==> src/rtl/mux_sel_arbiter.sv <==
// Purpose : round-robin, packet-locked arbiter between two valid/ready sources
//           feeding a single-stage output register plus the mux select (sel).
// Latency : 1 cycle (beat accepted at edge N is on out_*/sel in cycle N+1).
// Backpressure: the output register reloads only when empty or being drained
//           (can_load); source readies follow can_load, so out_ready=0 with a
//           full register stalls both sources.
//
// Ports:
//   clk, rst              rising-edge clock, asynchronous active-high reset
//   a_valid/a_data/a_last  source A beat, a_ready returned combinationally
//   b_valid/b_data/b_last  source B beat, b_ready returned combinationally
//   out_valid/out_data/out_last/out_ready  registered downstream beat
//   sel                   source of the registered beat (0=A, 1=B)
//   busy                  a multi-beat packet is in progress (locked)
module mux_sel_arbiter #(
    parameter int DATA_W = 8
) (
    input  logic              clk,
    input  logic              rst,

    input  logic              a_valid,
    input  logic [DATA_W-1:0] a_data,
    input  logic              a_last,
    output logic              a_ready,

    input  logic              b_valid,
    input  logic [DATA_W-1:0] b_data,
    input  logic              b_last,
    output logic              b_ready,

    output logic              out_valid,
    output logic [DATA_W-1:0] out_data,
    output logic              out_last,
    input  logic              out_ready,

    output logic              sel,
    output logic              busy
);

    localparam logic SRC_A = 1'b0;
    localparam logic SRC_B = 1'b1;

    typedef enum logic [1:0] {
        IDLE   = 2'd0,
        LOCK_A = 2'd1,
        LOCK_B = 2'd2
    } state_t;

    // ------------------------------------------------------------------
    // State
    // ------------------------------------------------------------------
    state_t            state_q,     state_d;
    logic              prio_q,      prio_d;
    logic              out_valid_q, out_valid_d;
    logic [DATA_W-1:0] out_data_q,  out_data_d;
    logic              out_last_q,  out_last_d;
    logic              sel_q,       sel_d;
    logic              busy_q,      busy_d;

    // ------------------------------------------------------------------
    // Arbitration / handshake helpers
    // ------------------------------------------------------------------
    logic              grant_vld;
    logic              grant_src;
    logic              src_valid;
    logic              src_last;
    logic [DATA_W-1:0] src_data;
    logic              can_load;
    logic              fire;

    // Register may take a new beat when empty or when its current beat is
    // leaving this same cycle (bubble-free pass-through).
    assign can_load = !out_valid_q || out_ready;

    // Grant selection. While locked the owner keeps the grant even if its
    // valid drops, so the other source simply waits out the gap.
    always_comb begin
        grant_vld = 1'b0;
        grant_src = SRC_A;
        unique case (state_q)
            IDLE: begin
                if (a_valid && b_valid) begin
                    grant_vld = 1'b1;
                    grant_src = prio_q;
                end else if (a_valid) begin
                    grant_vld = 1'b1;
                    grant_src = SRC_A;
                end else if (b_valid) begin
                    grant_vld = 1'b1;
                    grant_src = SRC_B;
                end
            end
            LOCK_A: begin
                grant_vld = 1'b1;
                grant_src = SRC_A;
            end
            LOCK_B: begin
                grant_vld = 1'b1;
                grant_src = SRC_B;
            end
            default: begin
                grant_vld = 1'b0;
                grant_src = SRC_A;
            end
        endcase
    end

    // Source-side mux for the granted beat.
    always_comb begin
        src_valid = a_valid;
        src_last  = a_last;
        src_data  = a_data;
        if (grant_src == SRC_B) begin
            src_valid = b_valid;
            src_last  = b_last;
            src_data  = b_data;
        end
    end

    assign fire = !rst && grant_vld && can_load && src_valid;

    // ------------------------------------------------------------------
    // FSM process 1: state register (plus datapath/prio flops)
    // ------------------------------------------------------------------
    always_ff @(posedge clk or posedge rst) begin
        if (rst) begin
            state_q     <= IDLE;
            prio_q      <= SRC_A;
            out_valid_q <= 1'b0;
            out_data_q  <= '0;
            out_last_q  <= 1'b0;
            sel_q       <= SRC_A;
            busy_q      <= 1'b0;
        end else begin
            state_q     <= state_d;
            prio_q      <= prio_d;
            out_valid_q <= out_valid_d;
            out_data_q  <= out_data_d;
            out_last_q  <= out_last_d;
            sel_q       <= sel_d;
            busy_q      <= busy_d;
        end
    end

    // ------------------------------------------------------------------
    // FSM process 2: next-state logic
    // ------------------------------------------------------------------
    always_comb begin
        state_d = state_q;
        prio_d  = prio_q;
        if (fire) begin
            unique case (state_q)
                IDLE: begin
                    // A single-beat packet never locks.
                    if (!src_last) begin
                        state_d = (grant_src == SRC_B) ? LOCK_B : LOCK_A;
                    end
                end
                LOCK_A, LOCK_B: begin
                    if (src_last) begin
                        state_d = IDLE;
                    end
                end
                default: state_d = IDLE;
            endcase
            // Round-robin: the source just finished gets lowest priority.
            if (src_last) begin
                prio_d = ~grant_src;
            end
        end
        // busy mirrors the registered state.
        busy_d = (state_d != IDLE);
    end

    // Output register next values.
    always_comb begin
        out_valid_d = out_valid_q;
        out_data_d  = out_data_q;
        out_last_d  = out_last_q;
        sel_d       = sel_q;
        if (fire) begin
            out_valid_d = 1'b1;
            out_data_d  = src_data;
            out_last_d  = src_last;
            sel_d       = grant_src;
        end else if (out_ready) begin
            // Drained with nothing to replace it; payload/sel hold.
            out_valid_d = 1'b0;
        end
    end

    // ------------------------------------------------------------------
    // FSM process 3: outputs
    // ------------------------------------------------------------------
    always_comb begin
        // Readies are forced low while reset is asserted so no beat is
        // consumed upstream that the register would then discard.
        a_ready   = !rst && can_load && grant_vld && (grant_src == SRC_A);
        b_ready   = !rst && can_load && grant_vld && (grant_src == SRC_B);
        out_valid = out_valid_q;
        out_data  = out_data_q;
        out_last  = out_last_q;
        sel       = sel_q;
        busy      = busy_q;
    end

endmodule

==> config.mk <==
export PLATFORM = sky130hd
export DESIGN_NAME = mux_sel_arbiter
export DESIGN_NICKNAME = d
export VERILOG_FILES = /design/src/rtl/mux_sel_arbiter.sv
export SDC_FILE = /design/constraint.sdc
export NUM_CORES = 1
export LEC_CHECK = 0
export CAP_MARGIN = 30
export CORE_MARGIN = 5
export CORE_UTILIZATION = 44
export CTS_CLUSTER_SIZE = 12
export DETAILED_ROUTE_END_ITERATION = 12
export PLACE_DENSITY = 0.94
export SLEW_MARGIN = 20
export SYNTH_ARGS = -nofsm -noshare
export SYNTH_HDL_FRONTEND = slang
export SYNTH_SLANG_ARGS = --single-unit
export TNS_END_PERCENT = 5
==> constraint.sdc <==
create_clock -name clk -period 3.22 [get_ports clk]
set_clock_uncertainty 0.15 [all_clocks]
set_input_delay 0.966 -clock clk [delete_from_list [all_inputs] [get_ports clk]]
set_output_delay 0.966 -clock clk [all_outputs]
set_load 0.03 [all_outputs]
==> out/qor.txt, run 1 <==
Initial DRC Count = 12
M2 GR Usage = 0.337
VDD IR-drop max = 254 uV
Synth area leaders = dfrtp_1, mux2i_1, o21ai_0, ha_1, o211ai_1
Biggest area consumer among synthesized cells = dfrtp_1
HPWL Detailed = 1790 um
Hold Crit Start = out_data[0]
Share of cells above drive strength 1 = 0.156
Violated checks = setup timing
Met1 GRT Util = 0.186
Leak pwr = 0.609 nW
Total area of sequential cells = 375 um2
Clock root buffer master = clkbuf_4
Syn Area/Cell = 10.0 um2
Tcrit/Tclk final = 1.01
Yosys warnings = 0
Initial Util = 0.449
CP required = 2.10 ns
Yosys reg bits = 15
Crit path DAT = 2.13 ns
Hold_buf cts = 0
Pwr Density = 264 nW/um2
Post-DR vias/cell = 5.42
Worst R2R End = state_q[1]
Crit end category = output port
Synthesized cell area = 862 um2
Routability congestion estimate = 0.779
Clk pin slew, worst setup/hold paths = 0.10 ns
Hold path endpoint = out_data[0]
Die Span Y = 54.3 um
Post-Place Worst Slack = -0.111 ns
Slew Viols, Final = 0
# diodes = 0
Global-route wire length before repair = 3740 um
Crit path time final = 3.24 ns
Status = finished with violations
Total CTS buffers = 3
Dominant synthesized flop cell = dfrtp_1
Critical path startpoint category = input port
Final Hold Fails = 0
Fmax = 309 MHz
Synth async-reset ratio = 1.00
Multi-input logic area = 447 um2
Yosys cell types = 25
Crit Path Category = in -> out
Largest net degree at the start of global routing = 22
CTS tree = done
I/O Pins = 37
Residual DRC = 0
Worst skew pair latency = 0.29 ns
WHS Path Cells = 2
Post-Syn Nets = 112
Drt pass-1 iters = 4
Number of fill cells in the layout = 160
Routed vias = 840
Row count = 16
Clock Path Buffers = 2
# clock sinks = 15
Gate Count Post-Synth = 86
Final setup violation count = 2
H-tree Lvls = 1
Rel. slew slack = 0.623
Antenna Violating Nets Remaining = 0
Pwr Total = 0.344 mW
Setup ws final = -0.0211 ns
Slew of the pin with the lowest slew margin = 0.564 ns
GRT Total Usage = 0.179
Met3 usage = 0.0463
Routed wire per std cell = 15.9 um
Worst-path fanout max = 3
Vias in the first global route = 843
Yosys top cell area share = 0.435
RR Startpoint = state_q[0]
CORE AREA = 1920 um2
Die Width = 54.3 um
Number of synthesized flops with an enable pin = 0
Layout area overhead = 51.4%
Worst Reg-to-Reg Cells = 7
Die ar. = 2940 um2
HP Class = reg -> reg
Final layout net count = 155
Final WL = 2460 um
Commonest cells in the netlist = dfrtp_1, o21ai_0, mux2i_1, nand2_1
Port Buffers = 36
MaxCap Viol Count = 0
Initial antenna violation count = 0
Global routing's busiest layer = met2
Post-synthesis sequential area ratio = 0.435
R2r setup slk = 0.86 ns
Total grt overflow = 0
==> worst max-delay path by stage <==
stage | startpoint | end | depth (start not counted) | slack [ns]
2_1_floorplan | out_ready | a_ready | 4 | 0.31
3_3_place_gp | a_valid | a_ready | 5 | -0.03
3_5_place_dp | a_valid | a_ready | 5 | -0.11
4_1_cts | b_valid | a_ready | 5 | 0.03
5_1_grt | rst | a_ready | 5 | -0.04
6_report | rst | a_ready | 5 | -0.02
==> cell usage in the layout (no fill, tap or decap) <==
master / netlist / layout
inv_1: 5 / 5
nor2_1: 4 / 4
mux2i_1: 9 / 9
dfrtp_1: 15 / 15
o21ai_2: 0 / 1
o21ai_0: 15 / 14
a21oi_2: 1 / 1
clkbuf_4: 0 / 3
nand2_1: 9 / 9
nand2b_1: 1 / 1
nor3_2: 1 / 1
dlygate4sd2_1: 0 / 1
nand3_1: 1 / 1
nand4b_1: 1 / 1
buf_6: 1 / 1
nor2b_1: 1 / 1
nand2b_4: 1 / 1
clkdlybuf4s50_1: 0 / 33
a31o_2: 1 / 1
a21oi_1: 2 / 2
a31oi_4: 1 / 1
o221a_2: 1 / 1
buf_4: 0 / 7
o221ai_2: 1 / 1
clkinv_2: 0 / 1
nand4_1: 1 / 1
o211ai_1: 5 / 5
ha_1: 3 / 3
o21a_1: 3 / 3
==> per-layer routing <==
metal / vias up / routed length, um
li1: 395 / -
met1: 389 / 849
met2: 48 / 1310
met3: 8 / 230
met4: 0 / 76
met5: - / 0
==> cell families after synthesis <==
family,count (synthesis),share of synthesized area
fa+ha+maj,3,0.0435
flops,15,0.435
simple gates,20,0.122
compound gates,30,0.244
mux,9,0.105
buf+inv,9,0.0508
==> final cells by class <==
type / count / share of cell area
tap: 27 / 0.0259
clock inverter: 1 / 0.00384
multi-input combinational: 62 / 0.342
clock buffer: 3 / 0.0173
sequential: 15 / 0.288
inverter: 5 / 0.0144
timing repair buffer: 42 / 0.309
==> state kept, by name, summed over array words and instances (netlist names) <==
name       flops
out_data       8
busy           1
state_q        2
out_valid      1
prio_q         1
out_last       1
sel            1
==> worst max-delay path, stage by stage <==
cell,delay [ns]
clkdlybuf4s50_1,0.44
nor3_2,0.31
o21ai_2,0.12
nor2_1,0.11
buf_4,0.17
==> where the power goes <==
part	total [mW]	switching, mW	internal, mW
combinational	0.0425	0.0152	0.0274
clock	0.113	0.0673	0.0461
sequential	0.188	0	0.188
total	0.344	0.0825	0.262
==> per-stage QoR <==
step                      area [um2]   util  TNS (ns)  instances  hold slack (ns)
after floorplan                  862      -         0         86            0.348
after global placement          1260  0.658   -0.0692        150            0.312
after CTS                       1290  0.671         0        154            0.342
final                           1310  0.679   -0.0268        155            0.340
after global routing            1310  0.679   -0.0810        155            0.363
after detailed placement        1260  0.658    -0.215        150            0.320
==> repair_timing <==
| action | 4_1_cts | 5_1_grt |
|---|---|---|
| resized for setup | 2 | 2 |
| buffers inserted | 0 | 1 |
| endpoints found under the setup margin | 2 | 2 |
| pin swaps | 0 | 1 |
Note: power is estimated with default switching activity, not from simulation.
==> inputs of run 2 (changes only) <==
Settings changed: CELL_PAD_IN_SITES_DETAIL_PLACEMENT set to 1, CELL_PAD_IN_SITES_GLOBAL_PLACEMENT set to 1, CORE_UTILIZATION 44 to 32, PLACE_DENSITY 0.94 to 0.93.
==> run 2 against run 1 <==
  * The flow now finishes without violations
  * Critical path depth is the same
  * Routed wire length is 5.6% higher
  * Count of clock-buffer cells in the layout increased by 1
  * Clock power hardly changed
  * Setup slack better by 0.12 ns
  * Largest cell class unchanged
==> out/qor.txt, run 2 (synthesis gave the netlist of run 1 again) <==
Rel. slew slack = 0.599 (-0.0239)
Crit path time final = 3.12 ns (-0.119 ns)
Global-route wire length before repair = 4050 um (+8.3%)
Final layout net count = 154 (-0.65%)
HPWL Detailed = 2030 um (+13%)
Total CTS buffers = 3 (unchanged)
Fin Setup TNS = 0 ns (+0.0268 ns)
Hold_buf cts = 0 (unchanged)
Layout area overhead = 51.5% (about the same)
H-tree Lvls = 1 (unchanged)
VDD IR-drop max = 161 uV (-37%)
Crit-path slowest cell = clkdlybuf4s50_1
Port Buffers = 36 (unchanged)
Pwr Total = 0.345 mW (+0.27%)
Status = completed
Crit end category = output port
Worst-path fanout max = 3 (unchanged)
Drt pass-1 iters = 4 (unchanged)
Most common cell after layout, fill and taps aside = clkdlybuf4s50_1
CTS tree = done
Crit Path Category = in -> out
Final WL = 2600 um (+5.6%)
Leak pwr = 0.618 nW (+1.6%)
HP Class = reg -> reg
Clock root buffer master = clkbuf_4
Residual DRC = 0 (unchanged)
Number of fill cells in the layout = 291 (+82%)
Antenna Violating Nets Remaining = 0 (unchanged)
Crit-path max cell delay = 0.41 ns (-0.03 ns)
R2r setup slk = 0.89 ns (+0.03 ns)
Clock Path Buffers = 2 (unchanged)
Largest register FFs = 8 (unchanged)
Slew Viols, Final = 0 (unchanged)
Pwr Density = 264 nW/um2 (+0.18%)
Post-DR vias/cell = 5.29 (-2.4%)
Setup repair after global routing missed its margin = no
Routed wire per std cell = 16.6 um (+4.3%)
Most frequent cells in the layout = clkdlybuf4s50_1, dfrtp_1, o21ai_0
Initial DRC Count = 10 (-2)
Final core utilization = 0.518 (-0.161)
Initial antenna violation count = 0 (unchanged)
Share of cells above drive strength 1 = 0.157 (+0.00123)
Critical path startpoint category = input port
Final setup violation count = 0 (-2)
CORE AREA = 2520 um2 (+31%)
CP required = 2.10 ns (about the same)
# clock sinks = 15 (unchanged)
MaxCap Viol Count = 0 (unchanged)
Die Span Y = 61.9 um (+14%)
Clk pin slew, worst setup/hold paths = 0.10 ns (about the same)
Non-Filler Instances = 157 (+1.3%)
Row count = 18 (+2)
Die Width = 61.9 um (+14%)
Final Hold Fails = 0 (unchanged)
Fmax = 320 MHz (+3.8%)
Initial Util = 0.342 (-0.107)
GRT Total Usage = 0.145 (-0.0348)
Worst skew pair latency = 0.29 ns (about the same)
Worst-path cell chain = clkdlybuf4s50_1 -> o21a_1 -> o21ai_2 -> nor2_1 -> buf_4
Vias in the first global route = 869 (+3.1%)
Post-Place Cells = 153 (+2.0%)
Routed vias = 830 (-1.2%)
I/O Pins = 37 (unchanged)
Largest net degree at the start of global routing = 16 (-27%)
# diodes = 0 (unchanged)
Total grt overflow = 0 (unchanged)
Slew of the pin with the lowest slew margin = 0.600 ns (+0.0359 ns)
Routability congestion estimate = 0.855 (+9.8%)
Crit path DAT = 2.01 ns (-0.12 ns)
Setup Buffers After CTS = 0 (unchanged)
Die ar. = 3830 um2 (+30%)
Tcrit/Tclk final = 0.970 (-0.0370)
-- run 2: final cells by class --
class | count | area [um2] | share of cell area
clock buffer | 4 | 26.3 | 0.0201
inverter | 5 | 18.8 | 0.0144
multi-input combinational | 62 | 452 | 0.346
sequential | 15 | 375 | 0.287
tap | 30 | 37.5 | 0.0287
timing repair buffer | 41 | 397 | 0.304
-- run 2: worst max-delay path: cells and delay by family --
family,cells,cell delay [ns]
buf+inv,2,0.58
compound gates,2,0.39
simple gates,1,0.06
-- run 2: through the flow --
step	hold slack (ns)	instance area [um2]	setup slack (ns)
6_report	0.348	1310	0.0979
5_1_grt	0.390	1310	0.0118
4_1_cts	0.354	1290	0.0230
3_5_place_dp	0.336	1270	-0.148
3_3_place_gp	0.314	1270	-0.0504
2_1_floorplan	0.348	862	0.312
-- run 2: layer usage --
metal  vias up  routed length (um)  GRT usage
met5         -                   0          0
met4         0                  27     0.0515
met3         3                 119     0.0289
met2        24                1350      0.253
met1       412                1100      0.176
li1        391                   -          -
-- run 2: final timing paths --
| kind | startpoint | cells past startpoint | to |
|---|---|---|---|
| max | b_valid | 5 | b_ready |
| min in group asynchronous | rst | 2 | busy |
| min reg2reg | out_data[1] | 2 | out_data[1] |
| max in group asynchronous | rst | 2 | out_data[7] |
| max reg2reg | state_q[1] | 7 | busy |
| min | out_data[1] | 2 | out_data[1] |
-- run 2: where the power goes --
part | switching (mW) | internal, mW | total (mW)
registers | 0 | 0.188 | 0.188
clock network | 0.0673 | 0.0482 | 0.115
logic | 0.0149 | 0.0266 | 0.0415
total | 0.0821 | 0.263 | 0.345
-- run 2: repair_timing --
| item | 4_1_cts | 5_1_grt |
|---|---|---|
| endpoints found under the setup margin | 2 | 2 |
| gates resized for setup | 2 | 5 |
| pin swaps | 0 | 2 |
